==> src/rtl/mmio_pkg.sv <==
// Purpose : shared constants and types for the MMIO I/O controller.
// Contents: MMIO word indices, status-word bit positions, receive FSM state enum.
// Used by : mmio_io_controller (imports mmio_pkg::*).
package mmio_pkg;

    // Word indices of the MMIO block at the top of data memory
    localparam int MMIO_INPUT_DATA   = 512;
    localparam int MMIO_INPUT_READY  = 513;
    localparam int MMIO_OUTPUT_DATA  = 514;
    localparam int MMIO_OUTPUT_READY = 515;

    // Bit positions inside the input_ready status word
    localparam int STAT_RX_AVAIL = 0;
    localparam int STAT_TX_FULL  = 1;
    localparam int STAT_TX_OVF   = 2;

    typedef enum logic {
        RX_EMPTY = 1'b0,
        RX_FULL  = 1'b1
    } rx_state_e;

endpackage

==> src/rtl/mmio_tx_fifo.sv <==
// Purpose : synchronous FIFO holding posted output words until the host drains them.
// Latency : a push is visible at the head one edge later; pop advances the head at the edge.
// Backpressure: push is dropped when full unless a pop happens in the same cycle.
// Ports   : i_clk/i_rst_n, i_push/i_push_dat, i_pop, o_head_dat, o_full, o_empty, o_count.
module mmio_tx_fifo #(
    parameter int DEPTH = 4,
    parameter int WIDTH = 32
) (
    input  logic                          i_clk,
    input  logic                          i_rst_n,
    input  logic                          i_push,
    input  logic [WIDTH-1:0]              i_push_dat,
    input  logic                          i_pop,
    output logic [WIDTH-1:0]              o_head_dat,
    output logic                          o_full,
    output logic                          o_empty,
    output logic [$clog2(DEPTH+1)-1:0]    o_count
);

    localparam int PW = $clog2(DEPTH);
    localparam int CW = $clog2(DEPTH+1);

    logic [WIDTH-1:0] r_mem [DEPTH];
    logic [PW-1:0]    r_wr_ptr;
    logic [PW-1:0]    r_rd_ptr;
    logic [CW-1:0]    r_count;

    logic w_do_pop;
    logic w_do_push;

    assign o_empty    = (r_count == '0);
    assign o_full     = (r_count == CW'(DEPTH));
    assign o_count    = r_count;
    assign o_head_dat = r_mem[r_rd_ptr];

    // A pop frees the slot in the same cycle, so a full FIFO still accepts a push then
    assign w_do_pop  = i_pop & ~o_empty;
    assign w_do_push = i_push & (~o_full | w_do_pop);

    // Storage needs no reset: contents are don't-care while empty
    always_ff @(posedge i_clk) begin
        if (w_do_push) begin
            r_mem[r_wr_ptr] <= i_push_dat;
        end
    end

    // Power-of-two depth lets the pointers wrap naturally
    always_ff @(posedge i_clk or negedge i_rst_n) begin
        if (!i_rst_n) begin
            r_wr_ptr <= '0;
            r_rd_ptr <= '0;
            r_count  <= '0;
        end else begin
            if (w_do_push) r_wr_ptr <= r_wr_ptr + PW'(1);
            if (w_do_pop)  r_rd_ptr <= r_rd_ptr + PW'(1);
            case ({w_do_push, w_do_pop})
                2'b10:   r_count <= r_count + CW'(1);
                2'b01:   r_count <= r_count - CW'(1);
                default: r_count <= r_count;
            endcase
        end
    end

endmodule

==> src/rtl/mmio_io_controller.sv <==
// Purpose : sequences MMIO words 512..515 between a host rx/tx stream and data_memory.
// Latency : rx word visible one edge after transfer; posted word at tx head one edge after post.
// Backpressure: rx_ready low while a word awaits CPU ack; tx posts dropped (sticky overflow) when FIFO full.
// Ports   : clk/rst_n; snooped addr/data_in/wr_en; output_data in; input_data/input_ready out;
//           rx_data/rx_valid/rx_ready receive stream; tx_data/tx_valid/tx_ready transmit stream.
module mmio_io_controller
    import mmio_pkg::*;
#(
    parameter int TX_DEPTH   = 4,
    parameter int BUS_WIDTH  = 32,
    parameter int ADDR_WIDTH = 10
) (
    input  logic                    clk,
    input  logic                    rst_n,
    input  logic [ADDR_WIDTH+1:0]   addr,
    input  logic [BUS_WIDTH-1:0]    data_in,
    input  logic                    wr_en,
    input  logic [BUS_WIDTH-1:0]    output_data,
    output logic [BUS_WIDTH-1:0]    input_data,
    output logic [BUS_WIDTH-1:0]    input_ready,
    input  logic [BUS_WIDTH-1:0]    rx_data,
    input  logic                    rx_valid,
    output logic                    rx_ready,
    output logic [BUS_WIDTH-1:0]    tx_data,
    output logic                    tx_valid,
    input  logic                    tx_ready
);

    localparam int CW = $clog2(TX_DEPTH+1);

    rx_state_e              r_state;
    rx_state_e              w_state_nxt;
    logic [BUS_WIDTH-1:0]   r_input_data;
    logic                   r_tx_ovf;

    logic [ADDR_WIDTH-1:0]  w_word_idx;
    logic                   w_ack;
    logic                   w_post;
    logic                   w_rx_ready;
    logic                   w_rx_avail;
    logic                   w_rx_load;
    logic                   w_pop;
    logic                   w_fifo_full;
    logic                   w_fifo_empty;
    logic [CW-1:0]          w_fifo_count;
    logic                   w_tx_full;
    logic                   w_unused;

    // Snoop decode: byte address to word index; ack data value is irrelevant
    assign w_word_idx = addr[ADDR_WIDTH+1:2];
    assign w_ack      = wr_en & (w_word_idx == ADDR_WIDTH'(MMIO_INPUT_READY));
    assign w_post     = wr_en & (w_word_idx == ADDR_WIDTH'(MMIO_OUTPUT_READY)) & data_in[0];
    assign w_unused   = ^{addr[1:0], data_in[BUS_WIDTH-1:1]};

    // Receive FSM: state register
    always_ff @(posedge clk or negedge rst_n) begin
        if (!rst_n) begin
            r_state <= RX_EMPTY;
        end else begin
            r_state <= w_state_nxt;
        end
    end

    // Receive FSM: next state. Ack and load cannot coincide since rx_ready is low in RX_FULL.
    always_comb begin
        w_state_nxt = r_state;
        case (r_state)
            RX_EMPTY: if (rx_valid) w_state_nxt = RX_FULL;
            RX_FULL:  if (w_ack)    w_state_nxt = RX_EMPTY;
            default:  w_state_nxt = RX_EMPTY;
        endcase
    end

    // Receive FSM: outputs decoded from the state register only
    always_comb begin
        w_rx_ready = 1'b0;
        w_rx_avail = 1'b0;
        case (r_state)
            RX_EMPTY: w_rx_ready = 1'b1;
            RX_FULL:  w_rx_avail = 1'b1;
            default:  w_rx_ready = 1'b0;
        endcase
    end

    assign w_rx_load = w_rx_ready & rx_valid;

    // input_data holds its last value across an ack
    always_ff @(posedge clk or negedge rst_n) begin
        if (!rst_n) begin
            r_input_data <= '0;
        end else if (w_rx_load) begin
            r_input_data <= rx_data;
        end
    end

    // Transmit path
    assign w_pop = tx_valid & tx_ready;

    mmio_tx_fifo #(
        .DEPTH (TX_DEPTH),
        .WIDTH (BUS_WIDTH)
    ) u_tx_fifo (
        .i_clk      (clk),
        .i_rst_n    (rst_n),
        .i_push     (w_post),
        .i_push_dat (output_data),
        .i_pop      (w_pop),
        .o_head_dat (tx_data),
        .o_full     (w_fifo_full),
        .o_empty    (w_fifo_empty),
        .o_count    (w_fifo_count)
    );

    // Overflow is sticky: only a post that finds the FIFO full with no same-cycle pop is lost
    always_ff @(posedge clk or negedge rst_n) begin
        if (!rst_n) begin
            r_tx_ovf <= 1'b0;
        end else if (w_post & w_fifo_full & ~w_pop) begin
            r_tx_ovf <= 1'b1;
        end
    end

    assign w_tx_full = (w_fifo_count == CW'(TX_DEPTH));

    // Status word assembly
    always_comb begin
        input_ready                = '0;
        input_ready[STAT_RX_AVAIL] = w_rx_avail;
        input_ready[STAT_TX_FULL]  = w_tx_full;
        input_ready[STAT_TX_OVF]   = r_tx_ovf;
    end

    assign input_data = r_input_data;
    assign rx_ready   = w_rx_ready;
    assign tx_valid   = ~w_fifo_empty;

endmodule

==> config.mk <==
export PLATFORM = sky130hd
export DESIGN_NAME = mmio_io_controller
export DESIGN_NICKNAME = d
export VERILOG_FILES = /design/src/rtl/mmio_pkg.sv /design/src/rtl/mmio_tx_fifo.sv /design/src/rtl/mmio_io_controller.sv
export SDC_FILE = /design/constraint.sdc
export NUM_CORES = 1
export LEC_CHECK = 0
export CAP_MARGIN = 20
export CORE_MARGIN = 5
export CORE_UTILIZATION = 50
export DETAILED_ROUTE_END_ITERATION = 10
export HOLD_SLACK_MARGIN = 0.15
export PLACE_DENSITY = 0.89
export REMOVE_ABC_BUFFERS = 1
export SLEW_MARGIN = 15
export SYNTH_ARGS = -nofsm -noshare
export SYNTH_HDL_FRONTEND = slang
export SYNTH_SLANG_ARGS = --single-unit
==> constraint.sdc <==
create_clock -name clk -period 4.35 [get_ports clk]
set_input_delay 1.305 -clock clk [delete_from_list [all_inputs] [get_ports clk]]
set_output_delay 1.305 -clock clk [all_outputs]
set_load 0.01 [all_outputs]
Yosys cells after proc, flatten, opt, wreduce, memory -nomap -nowiden. Memory sizes are Yosys's and may differ from the RTL's. Cells that the tools add are included.

$add $sub $neg: 4. Equality and inequality tests: 5. Mux-type cells: 8. Bitwise gates (word level): 14. Reductions and logical operators: 2.

Operators with widths (count): 10-bit equality test, second input constant (2); 1-bit bitwise AND (9); 1-bit two-way mux (6); 3-bit one-hot mux with 2 select lines (1); 2-bit by 1-bit adder with 2-bit output, second input constant (2); 1-bit NOT (4); 3-bit by 1-bit adder with 3-bit output, second input constant (1); 3-bit equality test, second input constant (1); 3-bit zero test (1); 3-bit by 1-bit subtractor with 3-bit output, second input constant (1); 2-bit by 1-bit equality test with 1-bit output, second input constant (1); 2-bit equality test, second input constant (1); 1-bit one-hot mux with 2 select lines (1); 2-bit nonzero test (1); 1-bit OR (1).

Flip-flop bits (word level): 41. Memory bits (writable): 128. Input bits: 113. Output and inout port bits: 98. Memories: 1.

Memories: u_tx_fifo.r_mem (words 4, bits a word 32, read ports 1, clocked after memory_dff 0, wr ports 1, line mmio_tx_fifo.sv:23) `logic [WIDTH-1:0] r_mem [DEPTH];`.

Longest topological paths before layout.
Depth in word-level cells: 8. Depth in mapped cells: 10.

Modules after synthesis. A second synthesis with hierarchy kept.

Cells, all modules: 342. Area, all modules: 6861.6 um^2.

Modules (own cells, without submodules): mmio_tx_fifo (times used 1, cells an instance 222, area an instance 5128.7 um^2, seq. area each 4018.9 um^2); mmio_io_controller (times used 1, cells an instance 120, area an instance 1732.9 um^2, seq. area each 850.8 um^2).

Worst setup path before layout. OpenSTA, ideal clock, no wires.

Path type: input to register. Start: input tx_ready. End: register u_tx_fifo.r_count[2] (netlist: u_tx_fifo.o_count[2]). Library setup time: 79 ps. Data arrival time: 2876 ps. Path slack: 1395 ps. Stages: 10. Cells stage by stage: nor4b_2 -> and4b_1 -> buf_6 -> inv_1 -> ha_1 -> inv_1 -> fa_1 -> xor2_1 -> nor2_1 -> xor2_1.

Word-level cells in the longest chain between the ends: 6. Elaborated cells on any way between the ends: 8. Those cells by class: eq/ne (2); mux (1); bitwise (4); reduce/logical (1).

RTL lines: start, declared (line mmio_io_controller.sv:26) `input logic tx_ready`; 1-bit bitwise AND * (line mmio_io_controller.sv:97) `assign w_pop = tx_valid & tx_ready;`; 1-bit bitwise AND * (line mmio_tx_fifo.sv:37) `assign w_do_pop = i_pop & ~o_empty;`; 1-bit OR (line mmio_tx_fifo.sv:38) `assign w_do_push = i_push & (~o_full | w_do_pop);`; 1-bit bitwise AND (line mmio_tx_fifo.sv:38); 2-bit by 1-bit equality test with 1-bit output or 2-bit equality test (tied branches) (line mmio_tx_fifo.sv:56) `case ({w_do_push, w_do_pop})`; 3-bit one-hot mux with 2 select lines or 2-bit nonzero test (tied branches); end signal, assigned (line mmio_tx_fifo.sv:57) `2'b10: r_count <= r_count + CW'(1);`; end signal, assigned (line mmio_tx_fifo.sv:58) `2'b01: r_count <= r_count - CW'(1);`; end signal, assigned (line mmio_tx_fifo.sv:59) `default: r_count <= r_count;`; end, declared (line mmio_tx_fifo.sv:26) `logic [CW-1:0] r_count;`.

Every way passes the cells marked *; elsewhere a longest branch is shown, timed or not. A chain may end at the register's enable or synchronous reset.

Worst setup path after layout.
Start: register u_tx_fifo.r_rd_ptr[0]. End: output tx_data[10].

Word-level cells in the longest chain between the ends: 1.

RTL lines: start, declared (line mmio_tx_fifo.sv:25) `logic [PW-1:0] r_rd_ptr;`; start signal, assigned (line mmio_tx_fifo.sv:55) `if (w_do_pop) r_rd_ptr <= r_rd_ptr + PW'(1);`; memory read 4 x 32 bit; end, declared (line mmio_io_controller.sv:24) `output logic [BUS_WIDTH-1:0] tx_data,`.

Every way passes these cells.

==> run metrics <==
top cell type's share of synthesized area=58.2%; placed cells=634; Post-Route WL=13300 um; Sw Ratio=25.3%; max-cap violation count=0; DR iter-0 viols=184; hold_ws=0.481 ns; share of layout cells above drive strength 1=22.4%; CTS tree=built; largest net degree at the start of global routing=42; Ports=211; Final min period=3.67 ns; HP Start=r_tx_ovf$_DFFE_PN0P_; Max clock buf depth=2; post-CTS setup buffers=0; Post-Layout Cell Count=666; logic gate share of total power=24.9%; TritonRoute pass-1 iters=4; Tcrit/Tclk final=84.3%; GRT Overall Usage=17.7%; Final Hold Fails=0; Area Overhead vs Synth=32.9%; top cells by area, synth=edfxtp_1, dfrtp_1, mux4_2, mux2_2, buf_4; initial antenna violation count=0; CTS buffer count=17; DPL Wire Length=8940 um; n_diodes=0; crit path launch type=flip-flop; die span in x=125 um; vias in the first global route=3776; area leader, netlist=edfxtp_1; leak pwr=3.13 nW; root buf cell=clkbuf_16; Slew Viols, Final=0; Reg2Reg Capture Point=u_tx_fifo.o_count[2]$_DFFE_PN0P_; Setup crit end kind=output pin; RSZ-0062 raised after global routing=no; Post-DP Area=0.00819 mm2; P_int=3.36 mW; Slowest-stage cell, CP=dfrtp_2; Vias per Instance=5.05; crit path cell chain=buf_12 > mux4_2 > clkdlybuf4s50_1; Clock Pin Slew Worst Setup and Hold Paths=0.06 ns; worst min path class=flip-flop to flip-flop; Worst Path Required=3.04 ns; gpl congestion=0.749; Peak VDD IR=271 uV; grt total ovfl=0; die area=0.0156 mm2; Synth Cell Area=0.00660 mm2; Layout Nets=596; crit path kind=flip-flop to output pin; R2R depth=9; status=finished, final reports clean; Sink Count=169; Post-CTS Resized=0; Core Region=0.0131 mm2; reg-to-reg slack, setup=1.92 ns; CP peak stage delay=0.60 ns; Psw=1.14 mW; Yosys warnings=0; IO buf count=148; Slew HR=40.2%; worst hold stages=1; die height=125 um; first-pass GRT wire length=20700 um; CTS H-Tree Depth=4; origin of the critical flop-to-flop path=u_tx_fifo.o_count[0]$_DFFE_PN0P_; aggregate negative setup slack=0 ns; PD cells=513 mW/mm2; share of total power in sequential cells=43.0%; Hold Path End=r_tx_ovf$_DFFE_PN0P_; utilization after layout=67.0%; Distinct cells, synth=32; insertion delay to the later sink of the worst-skew pair=0.42 ns; vias after detailed routing=3360; Routed WL per cell=19.9 um; Clock Skew=0.00689 ns; final non-filler cell area=0.00877 mm2; initial core utilization=50.4%; Arr. time, crit path=2.36 ns; Synth Instances=321; Slew @ Worst Pin=0.898 ns; CTS Hold Buffers Added=0; count of state elements after synthesis=169; clock network power share=32.1%; Final ANT Viol Nets=0; final setup fails=0; fmax=0.273 GHz; DRC=0; crit-path max FO=24; FILL cells=827; Seq/Total Area, Yosys=73.8%; # rows=42; Syn Area/Cell=20.6 um2
==> critical path: cells and delay by family, from the launching register on <==
family | cells | cell delay, ns
mux | 1 | 0.55
buf+inv | 2 | 0.79
flops | 1 | 0.60
==> power groups by stage <==
stage / sequential, mW / combinational [mW] / clock (mW)
finish: 1.93 / 1.12 / 1.44
global route: 1.95 / 1.21 / 1.54
CTS: 1.94 / 1.15 / 1.47
detailed placement: 1.97 / 1.14 / 0
global placement: 1.97 / 1.11 / 0
floorplan: 1.99 / 0.496 / 0
==> worst max path at each step <==
stage | start | cells past startpoint | to
after floorplan | u_tx_fifo.r_rd_ptr[0]$_DFFE_PN0P_ | 1 | tx_data[0]
after detailed placement | tx_ready | 10 | u_tx_fifo.o_count[2]$_DFFE_PN0P_
after global routing | u_tx_fifo.r_rd_ptr[0]$_DFFE_PN0P_ | 3 | tx_data[27]
after global placement | addr[9] | 5 | u_tx_fifo.r_mem[1][8]$_DFFE_PP_
final | u_tx_fifo.r_rd_ptr[0]$_DFFE_PN0P_ | 3 | tx_data[10]
after CTS | u_tx_fifo.r_rd_ptr[0]$_DFFE_PN0P_ | 3 | tx_data[27]
==> cells by family after synthesis <==
logic type      share of synthesized area (%)
flops                                    73.8
mux                                      16.8
buf+inv                                  5.08
simple gates                             1.88
fa+ha+maj                                1.25
xor+xnor                                0.797
compound gates                          0.379
other cells                            0.0568
==> synthesized netlist by cell type (all sizes together) <==
master    n
edfxtp  128
buf      41
dfrtp    41
mux2     33
mux4     32
inv       7
and2      5
ha        5
clkbuf    4
nor2      3
xnor2     3
xor2      3
nand2     2
nor4b     2
a31o      1
a31oi     1
and3      1
and4      1
and4b     1
conb      1
fa        1
mux2i     1
nor2b     1
nor4      1
o31a      1
or3       1
==> state kept, by name (all words and copies together), names as in the netlist <==
| signal | cells |
|---|---|
| u_tx_fifo.r_mem | 128 |
| u_tx_fifo.r_rd_ptr | 2 |
| input_data | 32 |
| r_state | 1 |
| r_tx_ovf | 1 |
| u_tx_fifo.o_count | 3 |
| u_tx_fifo.r_wr_ptr | 2 |
==> layer usage <==
| metal | routed length [um] | part of all wire (%) | track usage (%) |
|---|---|---|---|
| met3 | 1370 | 10 | 8.32 |
| met1 | 4910 | 37 | 20.4 |
| met5 | 0 | 0 | 0 |
| met4 | 264 | 2.0 | 6.63 |
| met2 | 6720 | 51 | 28.9 |
==> layout by cell type, fill, tap and decap left out, drive strengths merged, types with 2 or more instances in the layout <==
cell type	instances
and2	5
buf	7
bufinv	2
clkbuf	17
clkdlybuf4s50	147
clkinv	6
clkinvlp	5
conb	29
dfrtp	41
edfxtp	128
ha	5
inv	9
mux2	33
mux4	32
nand2	2
nor2	3
nor4b	2
xnor2	3
xor2	3
==> layout make-up <==
| cell class | instances | area, um2 | share of cell area [%] |
|---|---|---|---|
| multi-input cells | 128 | 1500 | 17.1 |
| inverters | 7 | 26.3 | 0.300 |
| clock inverters | 15 | 151 | 1.73 |
| clock buffers | 17 | 425 | 4.85 |
| repair buffers | 154 | 1570 | 17.9 |
| well taps | 176 | 220 | 2.51 |
| flip-flops and latches | 169 | 4870 | 55.6 |
==> stage by stage <==
| step | setup slack [ns] | total power, mW |
|---|---|---|
| after floorplan | 0.942 | 2.49 |
| after global placement | 0.769 | 3.08 |
| after detailed placement | 0.626 | 3.11 |
| after CTS | 0.598 | 4.56 |
| after global routing | 0.524 | 4.70 |
| final | 0.682 | 4.50 |
Power figures use the tool's default switching activity.
